$ cat src/rtl/er_cmd_fetch.sv
// Earthrise command fetcher: reads the command list through a 2-cycle read port,
// prefetches into a small FIFO and streams words to the drawing engine until STOP.
module er_cmd_fetch #(
  parameter int WORD       = 32,
  parameter int ADDRW      = 9,
  parameter int FIFO_DEPTH = 4
) (
  input  logic             clk,
  input  logic             rst,
  input  logic             start,
  input  logic [ADDRW-1:0] start_addr,
  input  logic             abort,
  output logic             busy,
  output logic             done,
  output logic [ADDRW-1:0] addr_er,
  input  logic [WORD-1:0]  dout_er,
  output logic             cmd_valid,
  input  logic             cmd_ready,
  output logic [WORD-1:0]  cmd_data
);

  localparam int PW = $clog2(FIFO_DEPTH);
  localparam int CW = PW + 1;
  localparam logic [CW:0] DEPTH_C = (CW+1)'(FIFO_DEPTH);

  typedef enum logic [1:0] {
    S_IDLE  = 2'd0,
    S_FETCH = 2'd1,
    S_DRAIN = 2'd2
  } state_t;

  state_t           state_r;
  state_t           state_nxt_s;
  logic [ADDRW-1:0] addr_r;
  logic [1:0]       inflight_r;
  logic [WORD-1:0]  fifo_mem_r [FIFO_DEPTH];
  logic [PW-1:0]    wr_ptr_r;
  logic [PW-1:0]    rd_ptr_r;
  logic [CW-1:0]    count_r;
  logic [CW-1:0]    count_nxt_s;
  logic [CW:0]      occupancy_s;
  logic             cmd_valid_r;
  logic             busy_r;
  logic             done_r;
  logic             stop_rx_s;
  logic             issue_s;
  logic             push_s;
  logic             pop_s;

  function automatic logic is_stop(input logic [WORD-1:0] w);
    return (w[WORD-1 -: 4] == 4'd0);
  endfunction

  // Next state, read issue (credit-limited) and FIFO push/pop decisions.
  always_comb begin
    state_nxt_s = state_r;
    issue_s     = 1'b0;
    push_s      = 1'b0;
    stop_rx_s   = 1'b0;
    pop_s       = cmd_valid_r & cmd_ready;
    occupancy_s = (CW+1)'(count_r) + (CW+1)'(inflight_r[0]) + (CW+1)'(inflight_r[1]);
    case (state_r)
      S_IDLE: begin
        if (start && !abort) begin
          state_nxt_s = S_FETCH;
        end else begin
          state_nxt_s = S_IDLE;
        end
      end
      S_FETCH: begin
        stop_rx_s = inflight_r[1] & is_stop(dout_er);
        if (abort) begin
          state_nxt_s = S_IDLE;
        end else if (stop_rx_s) begin
          state_nxt_s = S_DRAIN;
        end else begin
          push_s  = inflight_r[1];
          issue_s = (occupancy_s < DEPTH_C);
        end
      end
      S_DRAIN: begin
        // Returns still in flight behind the STOP are dropped, never pushed.
        if (abort) begin
          state_nxt_s = S_IDLE;
        end else if ((count_r == {CW{1'b0}}) && (inflight_r == 2'b00)) begin
          state_nxt_s = S_IDLE;
        end else begin
          state_nxt_s = S_DRAIN;
        end
      end
      default: begin
        state_nxt_s = S_IDLE;
      end
    endcase
    count_nxt_s = count_r + CW'(push_s) - CW'(pop_s);
  end

  // Control registers: state, status flags, read address.
  always_ff @(posedge clk) begin
    if (rst) begin
      state_r <= S_IDLE;
      busy_r  <= 1'b0;
      done_r  <= 1'b0;
      addr_r  <= {ADDRW{1'b0}};
    end else begin
      state_r <= state_nxt_s;
      busy_r  <= (state_nxt_s != S_IDLE);
      done_r  <= (state_r == S_DRAIN) && (state_nxt_s == S_IDLE) && !abort;
      if ((state_r == S_IDLE) && start && !abort) begin
        addr_r <= start_addr;
      end else if (issue_s) begin
        addr_r <= addr_r + ADDRW'(1);
      end else begin
        addr_r <= addr_r;
      end
    end
  end

  // In-flight tracking and the prefetch FIFO; abort flushes both.
  always_ff @(posedge clk) begin
    if (rst) begin
      inflight_r  <= 2'b00;
      wr_ptr_r    <= {PW{1'b0}};
      rd_ptr_r    <= {PW{1'b0}};
      count_r     <= {CW{1'b0}};
      cmd_valid_r <= 1'b0;
      for (int i = 0; i < FIFO_DEPTH; i++) begin
        fifo_mem_r[i] <= {WORD{1'b0}};
      end
    end else if (abort) begin
      inflight_r  <= 2'b00;
      wr_ptr_r    <= {PW{1'b0}};
      rd_ptr_r    <= {PW{1'b0}};
      count_r     <= {CW{1'b0}};
      cmd_valid_r <= 1'b0;
    end else begin
      inflight_r  <= {inflight_r[0], issue_s};
      count_r     <= count_nxt_s;
      cmd_valid_r <= (count_nxt_s != {CW{1'b0}});
      if (push_s) begin
        fifo_mem_r[wr_ptr_r] <= dout_er;
        wr_ptr_r             <= wr_ptr_r + PW'(1);
      end
      if (pop_s) begin
        rd_ptr_r <= rd_ptr_r + PW'(1);
      end
    end
  end

  assign busy      = busy_r;
  assign done      = done_r;
  assign addr_er   = addr_r;
  assign cmd_valid = cmd_valid_r;
  assign cmd_data  = fifo_mem_r[rd_ptr_r];

endmodule

$ cat config.mk
export PLATFORM = sky130hd
export DESIGN_NAME = er_cmd_fetch
export DESIGN_NICKNAME = d
export VERILOG_FILES = /design/src/rtl/er_cmd_fetch.sv
export SDC_FILE = /design/constraint.sdc
export NUM_CORES = 1
export LEC_CHECK = 0
export ABC_CLOCK_PERIOD_IN_PS = 10180
export CORE_ASPECT_RATIO = 1.1
export CORE_MARGIN = 4
export CORE_UTILIZATION = 59
export CTS_BUF_LIST = sky130_fd_sc_hd__clkbuf_16
export CTS_CLUSTER_DIAMETER = 30
export DETAILED_ROUTE_END_ITERATION = 6
export GPL_TIMING_DRIVEN = 0
export PLACE_DENSITY = 0.94
export SLEW_MARGIN = 20
export SYNTH_ARGS = -nofsm -noshare
export SYNTH_HDL_FRONTEND = slang
export SYNTH_SLANG_ARGS = --single-unit
export TNS_END_PERCENT = 5
$ cat constraint.sdc
create_clock -name clk -period 10.18 [get_ports clk]
set_clock_uncertainty 0.2 [all_clocks]
set_input_delay 1.527 -clock clk [delete_from_list [all_inputs] [get_ports clk]]
set_output_delay 1.527 -clock clk [all_outputs]
set_load 0.05 [all_outputs]
==> impl_metrics.ini, run 1 <==
[outcome]
status = complete, no violations

[critical_path]
cp.required_ns = 8.45
crit_buf_inv = 3
critical-path-slowest-cell = clkdlybuf4s50_1
start_kind = flop
crit_path_cell_trace = clkbuf_1 > buf_2 > mux4_2 > clkdlybuf4s50_1
path_max_fanout = 10
worst_setup_path_end_kind = output pin
crit_family = buffers and inverters
worstSetupPathType = flop to output pin
cpPeakStageDelay_ns = 0.72
cp.arrival_ns = 2.78

[job]
drv_cap = 0

[synth]
ys.flop_type = edfxtp_1
seq_area_frac_synth = 0.6396
synth_fp_nets = 507
synth_area_per_cell_um2 = 14.93
synthCells = 455
synth_edf_count = 128
yosys_register_bits = 153
synth_cell_type_count = 49
ys_warn_count = 0
netlist_area_um2 = 6792
async_reset_ff_frac = 0

[place]
post-place-ws_ns = 5.654
placed_area_um2 = 7990
portBuffers = 89
dp_hpwl_um = 10640
dp.cells = 695
routabilityCongestion = 0.8484

[clock_tree]
cts_tree = built
post_cts_buffers = 0
cts.sinks = 153
clk_pin_slew_worst_paths_ns = 0.06
cts_hold_buf = 0
clk_latency_ns = 0.41
cts_buffers = 17
clockRootBuffer = clkbuf_16
htreeDepth = 4
ctsLongestPathBuffers = 2
ctsResizeCount = 0

[floorplanning]
rows = 40
io_pins = 90
initial_core_util = 0.6113
die_width_um = 110.3
core_um2 = 11110
fp.dieH_um = 120.5
die_area_um2 = 13290

[route]
post-route-drc-count = 0
ant_nets = 0
dr_total_vias = 4458
dr.pass1.iters = 5
drt_iter0_markers = 482
wire_per_inst_um = 23.58
vias_per_cell = 6.157
wl_um = 17070

[final_layout]
final_layout_size_suffix_gt1_frac = 0.1508
layout.nets = 619
syn2layout_area_growth_pct = 25.57
mostFrequentLayoutCells = and2_1 (129), edfxtp_1 (128), clkdlybuf4s50_1 (89)
post-route-util = 0.7676
diodes = 0
nFillCells = 619
layoutNonFillerInstCount = 724
final_common_cell = and2_1
fin_area_um2 = 8528

[hold_path]
hold_class = flop to flop

[timing]
period_share = 0.4427
rsz0062_at_grt = no
worst_slack_ns = 5.673
layout_min_cycle_time_ns = 4.507
hold_viol_final = 0
slew_viol_final = 0
setup_violations = 0
fmax_mhz = 221.9
tns_ns = 0
worst_pin_slew_ns = 0.8964
relSlewSlack = 0.4024

[global_routing]
grt_pass1_vias = 4763
grt_pass1_wl_um = 27080
overflow = 0
grt_max_degree = 33
antenna_found_initial = 0
grt_usage = 0.2794

[power]
p_seq_frac = 0.507
comb_power_share = 0.072
clockPowerShare = 0.421
switchingPower_mw = 0.3049
switching_share = 0.2187
p_int_mw = 1.089
cellPowerDensity_nw_per_um2 = 163.5
p_leak_nw = 3.032
ir_drop_mv = 0.1106
[power groups by stage]
stage | combinational [mW] | clock [mW] | sequential [mW]
2_1_floorplan | 0.0412 | 0 | 0.725
3_3_place_gp | 0.0927 | 0 | 0.719
3_5_place_dp | 0.0990 | 0 | 0.719
4_1_cts | 0.101 | 0.587 | 0.707
5_1_grt | 0.105 | 0.623 | 0.709
6_report | 0.101 | 0.586 | 0.707
[state kept, by name, indices dropped and copies added (netlist names), named ones only]
register,count
rd_ptr_r,2
state_r,2
cmd_valid,1
busy,1
fifo_mem_r,128
inflight_r,2
count_r,3
done,1
wr_ptr_r,2
addr_er,9
[worst min-delay path: cells and delay by family, from the launching register on]
kind / cells / cell delay [ns]
flip-flops: 1 / 0.35
buffers and inverters: 1 / 0.07
AND/OR/NAND/NOR: 1 / 0.04
[metal layers]
layer,GRT usage,up-vias,share of wire
met4,0.09084,0,0.022
met5,0,-,0
met2,0.4757,254,0.54
met1,0.3515,2237,0.35
li1,-,1934,-
met3,0.06620,33,0.078
[path summary, 6_finish.rpt]
path	startpoint	slack, ns	end	depth (start not counted)
worst max-delay path	flop	5.67	cmd_data[3]	4
worst min-delay path	inflight_r[0]	0.29	inflight_r[1]	2
worst max register to register	state_r[0]	7.30	fifo_mem_r[2][15]	4
worst min register to register	inflight_r[0]	0.29	inflight_r[1]	2
[stage by stage]
step	power [mW]	hold slack [ns]
floorplan	0.7660	0.2430
global route	1.437	0.3181
detailed placement	0.8182	0.2746
finish	1.394	0.2923
global placement	0.8112	0.2567
CTS	1.395	0.2887
[final cells by class]
type                    instances  area [um^2]  area share
clock buffers                  17        425.4     0.04988
well taps                     147        183.9     0.02157
inverters                       8        30.03    0.003521
repair buffers                 93        972.2      0.1140
flip-flops and latches        153         4344      0.5094
plain buffers                  25        105.1     0.01232
clock inverters                12        112.6     0.01320
multi-input cells             269         2355      0.2761
[kinds of logic (layout without fill, tap and decap cells)]
| kind of cell | after synthesis | count (layout) | share of synthesized area |
|---|---|---|---|
| compound gates | 29 | 29 | 0.03537 |
| buf+inv | 33 | 155 | 0.01990 |
| flops | 153 | 153 | 0.6396 |
| fa+ha+maj | 6 | 6 | 0.01216 |
| xor+xnor | 5 | 5 | 0.006449 |
| mux | 32 | 32 | 0.1061 |
| simple gates | 197 | 197 | 0.1804 |
[synthesized netlist by cell type (3+ instances only)]
| cell | count | area share |
|---|---|---|
| a311oi_1 | 8 | 0.010 |
| or4_1 | 3 | 0.0033 |
| or3_1 | 3 | 0.0028 |
| clkbuf_1 | 16 | 0.0088 |
| nor2_1 | 20 | 0.011 |
| o31ai_1 | 3 | 0.0033 |
| xnor2_1 | 3 | 0.0039 |
| buf_2 | 6 | 0.0044 |
| ha_1 | 5 | 0.0092 |
| o21ai_0 | 4 | 0.0029 |
| nand3_1 | 7 | 0.0052 |
| inv_1 | 8 | 0.0044 |
| edfxtp_1 | 128 | 0.57 |
| nand2_1 | 4 | 0.0022 |
| nor3_1 | 3 | 0.0022 |
| and2_1 | 129 | 0.12 |
| mux4_2 | 32 | 0.11 |
| or2_2 | 3 | 0.0028 |
| nor4b_1 | 3 | 0.0039 |
| nor4_1 | 4 | 0.0037 |
| and3_1 | 3 | 0.0028 |
| dfxtp_1 | 25 | 0.074 |
No activity file was read; power rests on OpenSTA's default activity.
==> run 2, diff against run 1 <==
- ABC_CLOCK_PERIOD_IN_PS: 10180 -> 4100
- CORE_UTILIZATION: 59 -> 50
- PLACE_DENSITY: 0.94 -> 0.85
- clock period: 10.18 -> 4.1 ns (I/O delays scaled with it)
==> run 2 against run 1 <==
Against the previous run: combinational power up 150%; die area grew 17%; sequential power increased by 150%; critical path type unchanged; critical endpoint is now cmd_data[16].
==> impl_metrics.ini, run 2 (synthesized netlist as in run 1, its figures left out) <==
[power]
p_int_mw = 2.852
switching_share = 0.2175
p_seq_frac = 0.480
p_leak_nw = 3.076
comb_power_share = 0.068
switchingPower_mw = 0.7927
ir_drop_mv = 0.2531
clockPowerShare = 0.452
cellPowerDensity_nw_per_um2 = 420.2
power.total_mw = 3.645

[final_layout]
layoutNonFillerInstCount = 766
final_common_cell = and2_1
syn2layout_area_growth_pct = 27.73
largest_reg_flops = 128
mostFrequentLayoutCells = and2_1 (129), edfxtp_1 (128), clkdlybuf4s50_1 (89)
layout.nets = 621
diodes = 0
largest_register = fifo_mem_r
final_layout_size_suffix_gt1_frac = 0.1615
post-route-util = 0.6538

[critical_path]
reg2reg_to = fifo_mem_r[2][25]
r2r_start = state_r[0]
critical-path-slowest-cell = clkdlybuf4s50_1
cp.required_ns = 3.28
crit_family = buffers and inverters
path_max_fanout = 10
regToRegSetupSlack_ns = 1.24
start_kind = flop
worst_setup_path_end_kind = output pin
crit_path_cell_trace = clkbuf_1 > buf_2 > mux4_2 > clkdlybuf4s50_1
cp.arrival_ns = 2.70
worstSetupPathType = flop to output pin
cpPeakStageDelay_ns = 0.72
crit_buf_inv = 3
ff2ff_path_depth = 4

[floorplanning]
initial_core_util = 0.5119
rows = 44
io_pins = 90
die_width_um = 119.1
fp.dieH_um = 130.2
core_um2 = 13270
die_area_um2 = 15510

[timing]
slew_viol_final = 0
worst_pin_slew_ns = 0.8818
fmax_mhz = 284.2
fin_hold_ws_ns = 0.2833
relSlewSlack = 0.4121
layout_min_cycle_time_ns = 3.519
rsz0062_at_grt = no
period_share = 0.8582
hold_viol_final = 0
tns_ns = 0
setup_violations = 0

[route]
vias_per_cell = 5.554
wire_per_inst_um = 19.78
drt_iter0_markers = 390
post-route-drc-count = 0
dr.pass1.iters = 5
dr_total_vias = 4254
ant_nets = 0
wl_um = 15150

[clock_tree]
cts_buffers = 17
clockRootBuffer = clkbuf_16
post_cts_buffers = 0
cts_hold_buf = 0
ctsResizeCount = 0
clk_latency_ns = 0.42
htreeDepth = 4
cts_tree = built
clk_pin_slew_worst_paths_ns = 0.06
cts.sinks = 153
ctsLongestPathBuffers = 2

[place]
portBuffers = 89
routabilityCongestion = 0.8610
dp_hpwl_um = 10060
dp.cells = 734

[hold_path]
hp-start = inflight_r[0]
hold_class = flop to flop
whs_path_depth = 2
whs_endpoint = inflight_r[1]

[outcome]
status = complete, no violations

[global_routing]
grt_pass1_wl_um = 24160
overflow = 0
grt_usage = 0.2028
antenna_found_initial = 0
grt_max_degree = 33
grt_pass1_vias = 4583

[job]
drv_cap = 0
==> run 2: worst max-delay path by stage <==
stage,cells after the start,endpoint
finish,4,cmd_data[16]
global route,4,cmd_data[4]
CTS,4,cmd_data[16]
detailed placement,5,fifo_mem_r[2][7]
global placement,4,fifo_mem_r[1][12]
floorplan,3,fifo_mem_r[1][0]
==> run 2: per-layer routing <==
| layer | part of all wire | track usage | up-vias |
|---|---|---|---|
| li1 | - | - | 1937 |
| met1 | 0.41 | 0.2471 | 2146 |
| met2 | 0.52 | 0.3585 | 152 |
| met4 | 0.014 | 0.05999 | 0 |
| met5 | 0 | 0 | - |
| met3 | 0.061 | 0.05332 | 19 |
==> run 2: per-stage QoR <==
step	setup slack [ns]	cell area (um^2)
global route	0.3961	8675
CTS	0.5103	8675
finish	0.5813	8675
global placement	-2.247	7918
detailed placement	0.5013	8050
floorplan	0.05832	6797
==> run 2: final cells by class <==
class	count	area [um^2]
Multi-Input combinational cell	269	2355
Tap cell	184	230.2
Buffer	25	105.1
Clock inverter	15	198.9
Inverter	8	30.03
Timing Repair Buffer	95	985.9
Fill cell	891	4593
Clock buffer	17	425.4
Sequential cell	153	4344
==> run 2: power groups by stage <==
stage / logic (mW) / registers [mW] / clock network, mW
floorplan: 0.103 / 1.80 / 0
global placement: 0.232 / 1.78 / 0
detailed placement: 0.247 / 1.78 / 0
CTS: 0.249 / 1.75 / 1.65
global route: 0.262 / 1.76 / 1.72
finish: 0.248 / 1.75 / 1.65
==> run 2: worst min-delay path, cell delays in order (launching register included) <==
cell and delay [ns]:
dfxtp_1 0.34, inv_1 0.07, nor2_1 0.04
==> run 3, diff against run 2 <==
- CORE_UTILIZATION: 50 -> 57
- DONT_BUFFER_PORTS: not set -> 1
- PLACE_DENSITY: 0.85 -> 0.84
==> run 3 against run 2 <==
Against the previous run: global-route usage is 1.8 points higher; core utilization is 1.3 points higher; non-clock buffer count is 88 lower; via count is 8.2% lower; critical endpoint is now cmd_data[29]; largest cell class unchanged; cell count is 16% lower; cell area is 11% lower.
==> impl_metrics.ini, run 3 (synthesized netlist as in run 1, its figures left out) <==
[global_routing]
antenna_found_initial = 0
grt_pass1_vias = 4181
grt_usage = 0.2204
overflow = 0
grt_max_degree = 33
grt_pass1_wl_um = 22640

[hold_path]
hold_class = input port to flop

[final_layout]
syn2layout_area_growth_pct = 13.28
final-seq-area_um2 = 4344
layoutNonFillerInstCount = 644
fin_area_um2 = 7694
nFillCells = 785
multi_input_area_um2 = 2355
final_common_cell = and2_1
mostFrequentLayoutCells = and2_1 (129), edfxtp_1 (128), mux4_2 (32)
layout.nets = 533
final_layout_size_suffix_gt1_frac = 0.1883
largest_reg_flops = 128
post-route-util = 0.6666
diodes = 0
largest_register = fifo_mem_r

[floorplanning]
io_pins = 90
core_um2 = 11540
rows = 41
die_width_um = 112.1
fp.dieH_um = 122.5
die_area_um2 = 13730
initial_core_util = 0.5884

[timing]
hold_viol_final = 0
tns_ns = 0
worst_pin_slew_ns = 0.8823
worst_slack_ns = 1.153
relSlewSlack = 0.4118
fin_hold_ws_ns = 0.1661
slew_viol_final = 0
period_share = 0.7187
rsz0062_at_grt = no
layout_min_cycle_time_ns = 2.947
setup_violations = 0
fmax_mhz = 339.4

[clock_tree]
cts_hold_buf = 0
post_cts_buffers = 0
cts.sinks = 153
cts_buffers = 17
ctsLongestPathBuffers = 2
clockRootBuffer = clkbuf_16
clk_pin_slew_worst_paths_ns = 0.06
ctsResizeCount = 0
clk_latency_ns = 0.42
cts_tree = built
htreeDepth = 4

[route]
post-route-drc-count = 0
ant_nets = 0
dr_total_vias = 3904
drt_iter0_markers = 329
wl_um = 14200
vias_per_cell = 6.062
dr.pass1.iters = 5
wire_per_inst_um = 22.05

[critical_path]
crit_buf_inv = 2
critical-path-slowest-cell = mux4_2
cp.arrival_ns = 2.13
worstSetupPathType = flop to output pin
crit_path_cell_trace = clkbuf_1 > buf_2 > mux4_2
cpPeakStageDelay_ns = 0.73
cp.required_ns = 3.28
crit_family = multiplexers
path_max_fanout = 10
start_kind = flop
worst_setup_path_end_kind = output pin

[power]
p_leak_nw = 2.723
cellPowerDensity_nw_per_um2 = 445.6
power.total_mw = 3.429
ir_drop_mv = 0.2625

[place]
portBuffers = 0
placed_area_um2 = 7113
dp.cells = 612
routabilityCongestion = 0.8599
post-place-ws_ns = 1.084
dp_hpwl_um = 9490

[job]
drv_cap = 0

[outcome]
status = complete, no violations
==> run 3: changes by cell type in the layout (fill, tap and decap cells not counted) <==
cell | before | now
clkinv_1 | 2 | 4
buf_16 | 1 | 0
inv_6 | 2 | 4
clkdlybuf4s50_1 | 89 | 0
bufinv_16 | 4 | 2
buf_8 | 3 | 5
clkinvlp_4 | 3 | 1
==> run 3: worst paths after layout <==
path / startpoint / end / slack, ns / depth (start not counted)
worst max-delay path: flop / cmd_data[29] / 1.15 / 3
worst min-delay path: start_addr[6] / addr_er[6] / 0.17 / 2
worst max register to register: state_r[0] / fifo_mem_r[2][18] / 1.17 / 4
worst min register to register: inflight_r[0] / inflight_r[1] / 0.29 / 2
==> run 3: routing by layer <==
layer,GRT usage,part of all wire
met3,0.08136,0.089
met5,0,0
met1,0.2560,0.36
met2,0.3797,0.53
met4,0.07889,0.016
==> run 3: area by class of cell <==
type | instances | share of cell area
Clock inverter | 15 | 0.01935
Timing Repair Buffer | 7 | 0.01268
Tap cell | 150 | 0.02439
Inverter | 8 | 0.003903
Multi-Input combinational cell | 269 | 0.3061
Clock buffer | 17 | 0.05529
Buffer | 25 | 0.01366
Sequential cell | 153 | 0.5646
==> run 3: power by group <==
group | switching (mW) | leakage (nW) | internal [mW] | total (mW)
Clock | 0.623 | 0.279 | 0.895 | 1.52
Combinational | 0.0974 | 0.923 | 0.0402 | 0.138
Sequential | 0.0438 | 1.52 | 1.73 | 1.77
Total | 0.764 | 2.72 | 2.66 | 3.43
